`src/rtl/buzzer_sched_pkg.sv`:
```
`default_nettype none
// ============================================================================
// Module   : buzzer_sched_pkg
// Summary  : Source and state encodings shared by the buzzer scheduler.
// Revision : 1.0 - initial release
// ============================================================================
package buzzer_sched_pkg;

    typedef enum logic [1:0] {
        ST_IDLE = 2'd0,
        ST_RING = 2'd1,
        ST_GAP  = 2'd2
    } state_t;

    localparam logic [1:0] c_SRC_NONE  = 2'd0;
    localparam logic [1:0] c_SRC_ALARM = 2'd1;
    localparam logic [1:0] c_SRC_TIMER = 2'd2;
    localparam logic [1:0] c_SRC_CHIME = 2'd3;

    localparam int c_TICKS_PER_SEC = 3;
    localparam int c_CNT_W         = 10;

    // Lowest pending bit wins: alarm, then timer, then chime.
    function automatic logic [1:0] pick_src(input logic [2:0] req);
        logic [1:0] src;
        src = c_SRC_NONE;
        if (req[0])      src = c_SRC_ALARM;
        else if (req[1]) src = c_SRC_TIMER;
        else if (req[2]) src = c_SRC_CHIME;
        return src;
    endfunction

    function automatic logic [2:0] src_mask(input logic [1:0] src);
        logic [2:0] mask;
        case (src)
            c_SRC_ALARM: mask = 3'b001;
            c_SRC_TIMER: mask = 3'b010;
            c_SRC_CHIME: mask = 3'b100;
            default:     mask = 3'b000;
        endcase
        return mask;
    endfunction

endpackage
`default_nettype wire

```
`src/rtl/buzzer_sched_if.sv`:
```
`default_nettype none
// ============================================================================
// Module   : buzzer_sched_if
// Summary  : Strobes, requests, buttons and buzzer outputs of the scheduler.
// Revision : 1.0 - initial release
// ============================================================================
interface buzzer_sched_if;

    logic       tick_3hz;
    logic       tick_1hz;
    logic       req_alarm;
    logic       req_timer;
    logic       req_chime;
    logic       btn_stop;
    logic       btn_snooze;
    logic       buzzer;
    logic [1:0] active_src;
    logic [2:0] pending;
    logic       snoozed;

    modport master (
        output tick_3hz, tick_1hz, req_alarm, req_timer, req_chime,
               btn_stop, btn_snooze,
        input  buzzer, active_src, pending, snoozed
    );

    modport slave (
        input  tick_3hz, tick_1hz, req_alarm, req_timer, req_chime,
               btn_stop, btn_snooze,
        output buzzer, active_src, pending, snoozed
    );

endinterface
`default_nettype wire

```
`src/rtl/buzzer_sched_rise_detect.sv`:
```
`default_nettype none
// ============================================================================
// Module   : buzzer_sched_rise_detect
// Summary  : Registered rising-edge detector; a level high at reset release
//            counts as an edge.
// Revision : 1.0 - initial release
// ============================================================================
module buzzer_sched_rise_detect (
    input  wire logic clk,
    input  wire logic reset,
    input  wire logic i_din,
    output logic      o_rise
);

    logic r_prev;

    always_ff @(posedge clk) begin
        if (reset) r_prev <= 1'b0;
        else       r_prev <= i_din;
    end

    assign o_rise = i_din & ~r_prev;

endmodule
`default_nettype wire

```
`src/rtl/buzzer_sched.sv`:
```
`default_nettype none
// ============================================================================
// Module   : buzzer_sched
// Summary  : Shares one buzzer between alarm, timer and hourly chime with
//            fixed priority, beep patterns, stop and snooze handling.
// Revision : 1.0 - initial release
// ============================================================================
module buzzer_sched
    import buzzer_sched_pkg::*;
#(
    parameter int ALARM_SECONDS  = 5,
    parameter int TIMER_SECONDS  = 5,
    parameter int CHIME_BEEPS    = 2,
    parameter int SNOOZE_SECONDS = 300
) (
    input  wire logic     clk,
    input  wire logic     reset,
    buzzer_sched_if.slave bus
);

    localparam logic [c_CNT_W-1:0] c_ALARM_LAST  = c_CNT_W'(c_TICKS_PER_SEC * ALARM_SECONDS - 1);
    localparam logic [c_CNT_W-1:0] c_TIMER_LAST  = c_CNT_W'(c_TICKS_PER_SEC * TIMER_SECONDS - 1);
    localparam logic [c_CNT_W-1:0] c_CHIME_LAST  = c_CNT_W'(2 * CHIME_BEEPS - 1);
    localparam logic [c_CNT_W-1:0] c_SNOOZE_LOAD = c_CNT_W'(SNOOZE_SECONDS);

    logic [2:0]         w_req;
    logic [2:0]         w_rise;
    logic [2:0]         w_accept;
    logic [1:0]         w_grant_src;
    logic [2:0]         w_grant_mask;
    logic [c_CNT_W-1:0] w_last;

    state_t             r_state,      w_state_nx;
    logic               r_buzzer,     w_buzzer_nx;
    logic [1:0]         r_src,        w_src_nx;
    logic [2:0]         r_pending,    w_pending_nx;
    logic               r_snoozed,    w_snoozed_nx;
    logic [c_CNT_W-1:0] r_tick_cnt,   w_tick_cnt_nx;
    logic [c_CNT_W-1:0] r_snooze_cnt, w_snooze_cnt_nx;

    assign w_req = {bus.req_chime, bus.req_timer, bus.req_alarm};

    generate
        for (genvar gi = 0; gi < 3; gi++) begin : g_rise
            buzzer_sched_rise_detect u_rise (
                .clk    (clk),
                .reset  (reset),
                .i_din  (w_req[gi]),
                .o_rise (w_rise[gi])
            );
        end
    endgenerate

    // r_src is NONE outside RING, so only the source actually ringing is masked.
    assign w_accept     = w_rise & ~src_mask(r_src);
    assign w_grant_src  = (r_state == ST_IDLE) ? pick_src(r_pending) : c_SRC_NONE;
    assign w_grant_mask = src_mask(w_grant_src);

    always_comb begin
        case (r_src)
            c_SRC_ALARM: w_last = c_ALARM_LAST;
            c_SRC_TIMER: w_last = c_TIMER_LAST;
            default:     w_last = c_CHIME_LAST;
        endcase
    end

    always_ff @(posedge clk) begin
        if (reset) begin
            r_state      <= ST_IDLE;
            r_buzzer     <= 1'b0;
            r_src        <= c_SRC_NONE;
            r_pending    <= 3'b000;
            r_snoozed    <= 1'b0;
            r_tick_cnt   <= '0;
            r_snooze_cnt <= '0;
        end else begin
            r_state      <= w_state_nx;
            r_buzzer     <= w_buzzer_nx;
            r_src        <= w_src_nx;
            r_pending    <= w_pending_nx;
            r_snoozed    <= w_snoozed_nx;
            r_tick_cnt   <= w_tick_cnt_nx;
            r_snooze_cnt <= w_snooze_cnt_nx;
        end
    end

    always_comb begin
        w_state_nx      = r_state;
        w_buzzer_nx     = r_buzzer;
        w_src_nx        = r_src;
        w_tick_cnt_nx   = r_tick_cnt;
        w_snoozed_nx    = r_snoozed;
        w_snooze_cnt_nx = r_snooze_cnt;
        w_pending_nx    = (r_pending & ~w_grant_mask) | w_accept;

        if (r_snoozed && bus.tick_1hz) begin
            w_snooze_cnt_nx = r_snooze_cnt - 1'b1;
            if (r_snooze_cnt == c_CNT_W'(1)) begin
                w_pending_nx[0] = 1'b1;
                w_snoozed_nx    = 1'b0;
            end
        end
        if (r_snoozed && w_accept[0]) w_snoozed_nx = 1'b0;

        case (r_state)
            ST_IDLE: begin
                if (bus.btn_stop && r_snoozed) w_snoozed_nx = 1'b0;
                if (w_grant_src != c_SRC_NONE) begin
                    w_state_nx    = ST_RING;
                    w_src_nx      = w_grant_src;
                    w_buzzer_nx   = 1'b1;
                    w_tick_cnt_nx = '0;
                end
            end
            ST_RING: begin
                // Priority: stop, snooze, chime preemption, then the pattern tick.
                if (bus.btn_stop ||
                    (bus.btn_snooze && r_src == c_SRC_ALARM) ||
                    (r_src == c_SRC_CHIME && (r_pending[1:0] != 2'b00))) begin
                    w_state_nx  = ST_GAP;
                    w_buzzer_nx = 1'b0;
                    w_src_nx    = c_SRC_NONE;
                    if (!bus.btn_stop && bus.btn_snooze && r_src == c_SRC_ALARM) begin
                        w_snooze_cnt_nx = c_SNOOZE_LOAD;
                        w_snoozed_nx    = 1'b1;
                    end
                end else if (bus.tick_3hz) begin
                    if (r_tick_cnt == w_last) begin
                        w_state_nx  = ST_GAP;
                        w_buzzer_nx = 1'b0;
                        w_src_nx    = c_SRC_NONE;
                    end else begin
                        w_buzzer_nx   = ~r_buzzer;
                        w_tick_cnt_nx = r_tick_cnt + 1'b1;
                    end
                end
            end
            ST_GAP: begin
                if (bus.tick_3hz) w_state_nx = ST_IDLE;
            end
            default: begin
                w_state_nx  = ST_IDLE;
                w_buzzer_nx = 1'b0;
                w_src_nx    = c_SRC_NONE;
            end
        endcase
    end

    assign bus.buzzer     = r_buzzer;
    assign bus.active_src = r_src;
    assign bus.pending    = r_pending;
    assign bus.snoozed    = r_snoozed;

endmodule
`default_nettype wire

```
`src/flat_wrapper.sv`:
```
// flat-port wrapper written by rule: the top's interface ports become plain ports
module buzzer_sched_flat import buzzer_sched_pkg::*;
#(
    parameter int ALARM_SECONDS  = 5,
    parameter int TIMER_SECONDS  = 5,
    parameter int CHIME_BEEPS    = 2,
    parameter int SNOOZE_SECONDS = 300
)
  (clk, reset, bus_tick_3hz, bus_tick_1hz, bus_req_alarm, bus_req_timer, bus_req_chime, bus_btn_stop, bus_btn_snooze, bus_buzzer, bus_active_src, bus_pending, bus_snoozed);
  buzzer_sched_if bus_i ();
  input  wire logic clk;
  input  wire logic reset;
  input wire logic [$bits(bus_i.tick_3hz)-1:0] bus_tick_3hz;
  input wire logic [$bits(bus_i.tick_1hz)-1:0] bus_tick_1hz;
  input wire logic [$bits(bus_i.req_alarm)-1:0] bus_req_alarm;
  input wire logic [$bits(bus_i.req_timer)-1:0] bus_req_timer;
  input wire logic [$bits(bus_i.req_chime)-1:0] bus_req_chime;
  input wire logic [$bits(bus_i.btn_stop)-1:0] bus_btn_stop;
  input wire logic [$bits(bus_i.btn_snooze)-1:0] bus_btn_snooze;
  output wire logic [$bits(bus_i.buzzer)-1:0] bus_buzzer;
  output wire logic [$bits(bus_i.active_src)-1:0] bus_active_src;
  output wire logic [$bits(bus_i.pending)-1:0] bus_pending;
  output wire logic [$bits(bus_i.snoozed)-1:0] bus_snoozed;
  assign bus_i.tick_3hz = bus_tick_3hz;
  assign bus_i.tick_1hz = bus_tick_1hz;
  assign bus_i.req_alarm = bus_req_alarm;
  assign bus_i.req_timer = bus_req_timer;
  assign bus_i.req_chime = bus_req_chime;
  assign bus_i.btn_stop = bus_btn_stop;
  assign bus_i.btn_snooze = bus_btn_snooze;
  assign bus_buzzer = bus_i.buzzer;
  assign bus_active_src = bus_i.active_src;
  assign bus_pending = bus_i.pending;
  assign bus_snoozed = bus_i.snoozed;
  buzzer_sched #(.ALARM_SECONDS(ALARM_SECONDS), .TIMER_SECONDS(TIMER_SECONDS), .CHIME_BEEPS(CHIME_BEEPS), .SNOOZE_SECONDS(SNOOZE_SECONDS)) u_core (.clk(clk), .reset(reset), .bus(bus_i));
endmodule
```
`config.mk`:
```
export PLATFORM = sky130hd
export DESIGN_NAME = buzzer_sched_flat
export DESIGN_NICKNAME = d
export VERILOG_FILES = /design/src/rtl/buzzer_sched_pkg.sv /design/src/rtl/buzzer_sched_if.sv /design/src/rtl/buzzer_sched_rise_detect.sv /design/src/rtl/buzzer_sched.sv /design/src/flat_wrapper.sv
export SDC_FILE = /design/constraint.sdc
export NUM_CORES = 1
export LEC_CHECK = 0
export ABC_CLOCK_PERIOD_IN_PS = 3500
export CORE_MARGIN = 2
export CORE_UTILIZATION = 40
export DETAILED_ROUTE_END_ITERATION = 6
export HOLD_SLACK_MARGIN = 0.02
export SETUP_SLACK_MARGIN = 0.1
export SLEW_MARGIN = 40
export SYNTH_ARGS = -nofsm -noshare
export SYNTH_HDL_FRONTEND = slang
export SYNTH_SLANG_ARGS = --single-unit
```
`constraint.sdc`:
```
create_clock -name clk -period 3.5 [get_ports clk]
set_input_delay 0.875 -clock clk [delete_from_list [all_inputs] [get_ports clk]]
set_output_delay 0.875 -clock clk [all_outputs]
set_load 0.02 [all_outputs]
```
==> metrics.md <==
| Metric | Value |
|---|---|
| Status | `completed` |
| Worst skew pair latency | `280 ps` |
| Hold slack | `503 ps` |
| Pleak | `0.700 nW` |
| Synth async-reset ratio | `0%` |
| Area leader, netlist | `dfxtp_1` |
| Slew Limit Fails | `0` |
| Least-Margin Pin Slew | `598 ps` |
| Synth Flop Type | `dfxtp_1` |
| Clk slew on worst S/H paths | `70 ps` |
| Setup slack after layout | `1000 ps` |
| Vias | `1,466` |
| Synth top area cells | `dfxtp_1 39%, ha_1 5.4%, a21oi_1 5.2%` |
| Overall Global Routing Usage | `17.8%` |
| Wirelength per Cell | `13.8 µm` |
| Congestion Overflow GR | `0` |
| Class of the worst hold path | `reg2reg` |
| Synth Area in Simple Gates | `29.4%` |
| Slew headroom | `59.8%` |
| Total power draw | `915 µW` |
| Post-Route WL | `3650 µm` |
| Synth Area in Adders | `5.39%` |
| Vias in the first global route | `1,351` |
| Final clock skew | `2.79 ps` |
| Die span in y | `67.7 µm` |
| Area of the multi-input gates | `940 µm²` |
| Die Span X | `67.7 µm` |
| Pin count of the biggest net entering global routing | `22` |
| ANT nets after route | `0` |
| Vias per inst | `5.55` |
| Syn. warnings | `0` |
| Area delta synth->final | `18.8%` |
| # DRC | `0` |
| Layout Nets | `229` |
| CORE AREA | `3940 µm²` |
| Synthesized cell area | `1630 µm²` |
| CP max stage delay | `520 ps` |
| Register Area | `641 µm²` |
| Fillcell total | `385` |
| Cells along the critical path | `clkdlybuf4s50_1 > a21oi_1 > nand3_1 > o21a_1 > or4_1 > nand2_1` |
| Pwr/cell area | `474 nW/µm²` |
| Setup bufs post-CTS | `0` |
| Top-area cell type share of the netlist area | `39.4%` |
| Cell area after layout | `1930 µm²` |
| RSZ-0062 raised after global routing | `no` |
| Fin Setup TNS | `0 ps` |
| Number of port buffers | `15` |
| Period utilization | `71.3%` |
| Largest family of logic cells by synthesized area | `simple AND/OR/NAND/NOR gates` |
| CP Class | `in2reg` |
| Post-layout min period | `2500 ps` |
| Final core occ | `49.0%` |
| Antenna diodes | `0` |
| Buffers and inverters on the worst path | `1` |
| Pre-CTS setup slack | `756 ps` |
| CP Max Fanout | `16` |
| Number of synthesized flops with an enable pin | `0` |
| Clk root buf | `clkbuf_8` |
| Critical path endpoint category | `flop` |
| Final hold vios | `0` |
| Max stage delay cell, worst path | `or4_1` |
| Startpoint types | `input pin` |
| Starting Density | `41.2%` |
| CP top delay family | `simple AND/OR/NAND/NOR gates` |
| HPWL after DPL | `2640 µm` |
| Worst Path Arrival | `2730 ps` |
| Seq/Total Area, Yosys | `39.4%` |
| H-tree depth | `2` |
| Maximum clock frequency | `401 MHz` |
| Synth cell types | `43` |
| Multiplexer share of the synthesized area | `0.616%` |
| Post-Layout Cell Count | `264` |
| Initial detailed-routing violation count | `64` |
| Gpl congestion | `0.825` |
| Die area | `4590 µm²` |
| Placed Instances | `256` |
| MaxCap Viol Count | `0` |
| Clk sinks | `32` |
| Share of cells above drive strength 1 | `5.61%` |
| IR drop worst, VDD | `0.258 mV` |
| Dpl cell area | `1820 µm²` |
| WP data required | `3730 ps` |
| Post-Synthesis Cells | `196` |
| CTS Hold Bufs | `0` |
| Initial antenna violation count | `0` |
| # rows | `23` |
| Post-Syn Nets | `212` |
| Synth Area in Compound Gates | `18.1%` |
| XOR/XNOR share of the synthesized area | `4.31%` |
| 1st-pass router iterations | `5` |
| I/O pins | `16` |
| First-pass GRT wire length | `6130 µm` |
| CTS tree | `yes` |
| R2R Setup Slk | `1090 ps` |
| Clock buffer depth | `2` |
| Mapped Avg Cell Area | `8.29 µm²` |
| Post_cts resized | `0` |
| Setup violators final | `0` |
| Seq cells post-synth | `32` |
| CTS Buf Count | `5` |
==> cell families (layout without fill, tap and decap cells) <==
| group | count (synthesis) | in the layout |
|---|---|---|
| AO/OA/AOI/OAI | 50 | 50 |
| flip-flops | 32 | 32 |
| AND/OR/NAND/NOR | 86 | 86 |
| multiplexers | 1 | 1 |
| buffers and inverters | 12 | 30 |
| XOR/XNOR | 8 | 8 |
| adder cells (fa/ha/maj) | 7 | 7 |
==> placed cells by master, fill, tap and decap left out, types with 4 or more instances in the layout <==
master and instances:
a21oi_1 17, a31oi_1 5, clkbuf_8 5, clkdlybuf4s50_1 15, dfxtp_1 32, ha_1 7, inv_1 5, nand2_1 12
nand3_1 10, nor2_1 21, nor3_1 4, o21ai_0 7, o21ai_1 7, or3_1 12, xnor2_1 5
==> report_power, final <==
part           internal (mW)  switching (mW)  total (mW)
Combinational         0.0686          0.0911       0.160
Clock                  0.211           0.137       0.348
Sequential             0.381          0.0268       0.407
==> per-layer routing <==
metal | vias up | track usage [%] | wire length (µm)
met2 | 36 | 27.3 | 1660
li1 | 750 | - | -
met4 | 0 | 7.91 | 55
met5 | - | 0 | 0
met1 | 676 | 23.2 | 1770
met3 | 4 | 5.00 | 164
==> cell usage after synthesis (3+ instances only) <==
| cell | number |
|---|---|
| xnor2_1 | 5 |
| nor4_1 | 3 |
| nor2b_1 | 3 |
| o21ai_1 | 7 |
| nor2_1 | 21 |
| clkbuf_1 | 5 |
| nand2_1 | 12 |
| inv_1 | 5 |
| o21ai_0 | 7 |
| nor3_1 | 4 |
| a21oi_1 | 17 |
| xor2_1 | 3 |
| dfxtp_1 | 32 |
| or3_1 | 12 |
| nand3_1 | 10 |
| nand4_1 | 3 |
| ha_1 | 7 |
| a31oi_1 | 5 |
| o211ai_1 | 3 |
==> state kept, by name (all words and copies together) (netlist names) <==
signal                       flops
u_core.bus.pending               3
u_core.bus.buzzer                1
u_core.r_tick_cnt               10
u_core.r_state                   2
u_core.bus.snoozed               1
u_core.bus.active_src            2
u_core.g_rise.u_rise.r_prev      3
u_core.r_snooze_cnt             10
==> worst paths after layout <==
path / startpoint / endpoint / cells past startpoint
worst min-delay path: u_core.g_rise[2].u_rise.r_prev / u_core.bus.pending[2] / 2
worst min register to register: u_core.g_rise[2].u_rise.r_prev / u_core.bus.pending[2] / 2
worst max register to register: u_core.bus.active_src[0] / u_core.bus.buzzer / 7
worst max-delay path: bus_btn_stop / u_core.r_tick_cnt[2] / 6
==> worst min-delay path, cell delays in order (launching register included) <==
cell     delay, ps
dfxtp_1        310
or3b_2         100
a21oi_1         50
==> area by class of cell <==
| cell class | instances | area share [%] |
|---|---|---|
| clock buffers | 6 | 3.76 |
| clock inverters | 2 | 1.81 |
| flip-flops and latches | 32 | 33.2 |
| well taps | 50 | 3.24 |
| multi-input cells | 152 | 48.7 |
| repair buffers | 16 | 8.17 |
| inverters | 6 | 1.17 |
No activity file was read; power rests on OpenSTA's default activity.
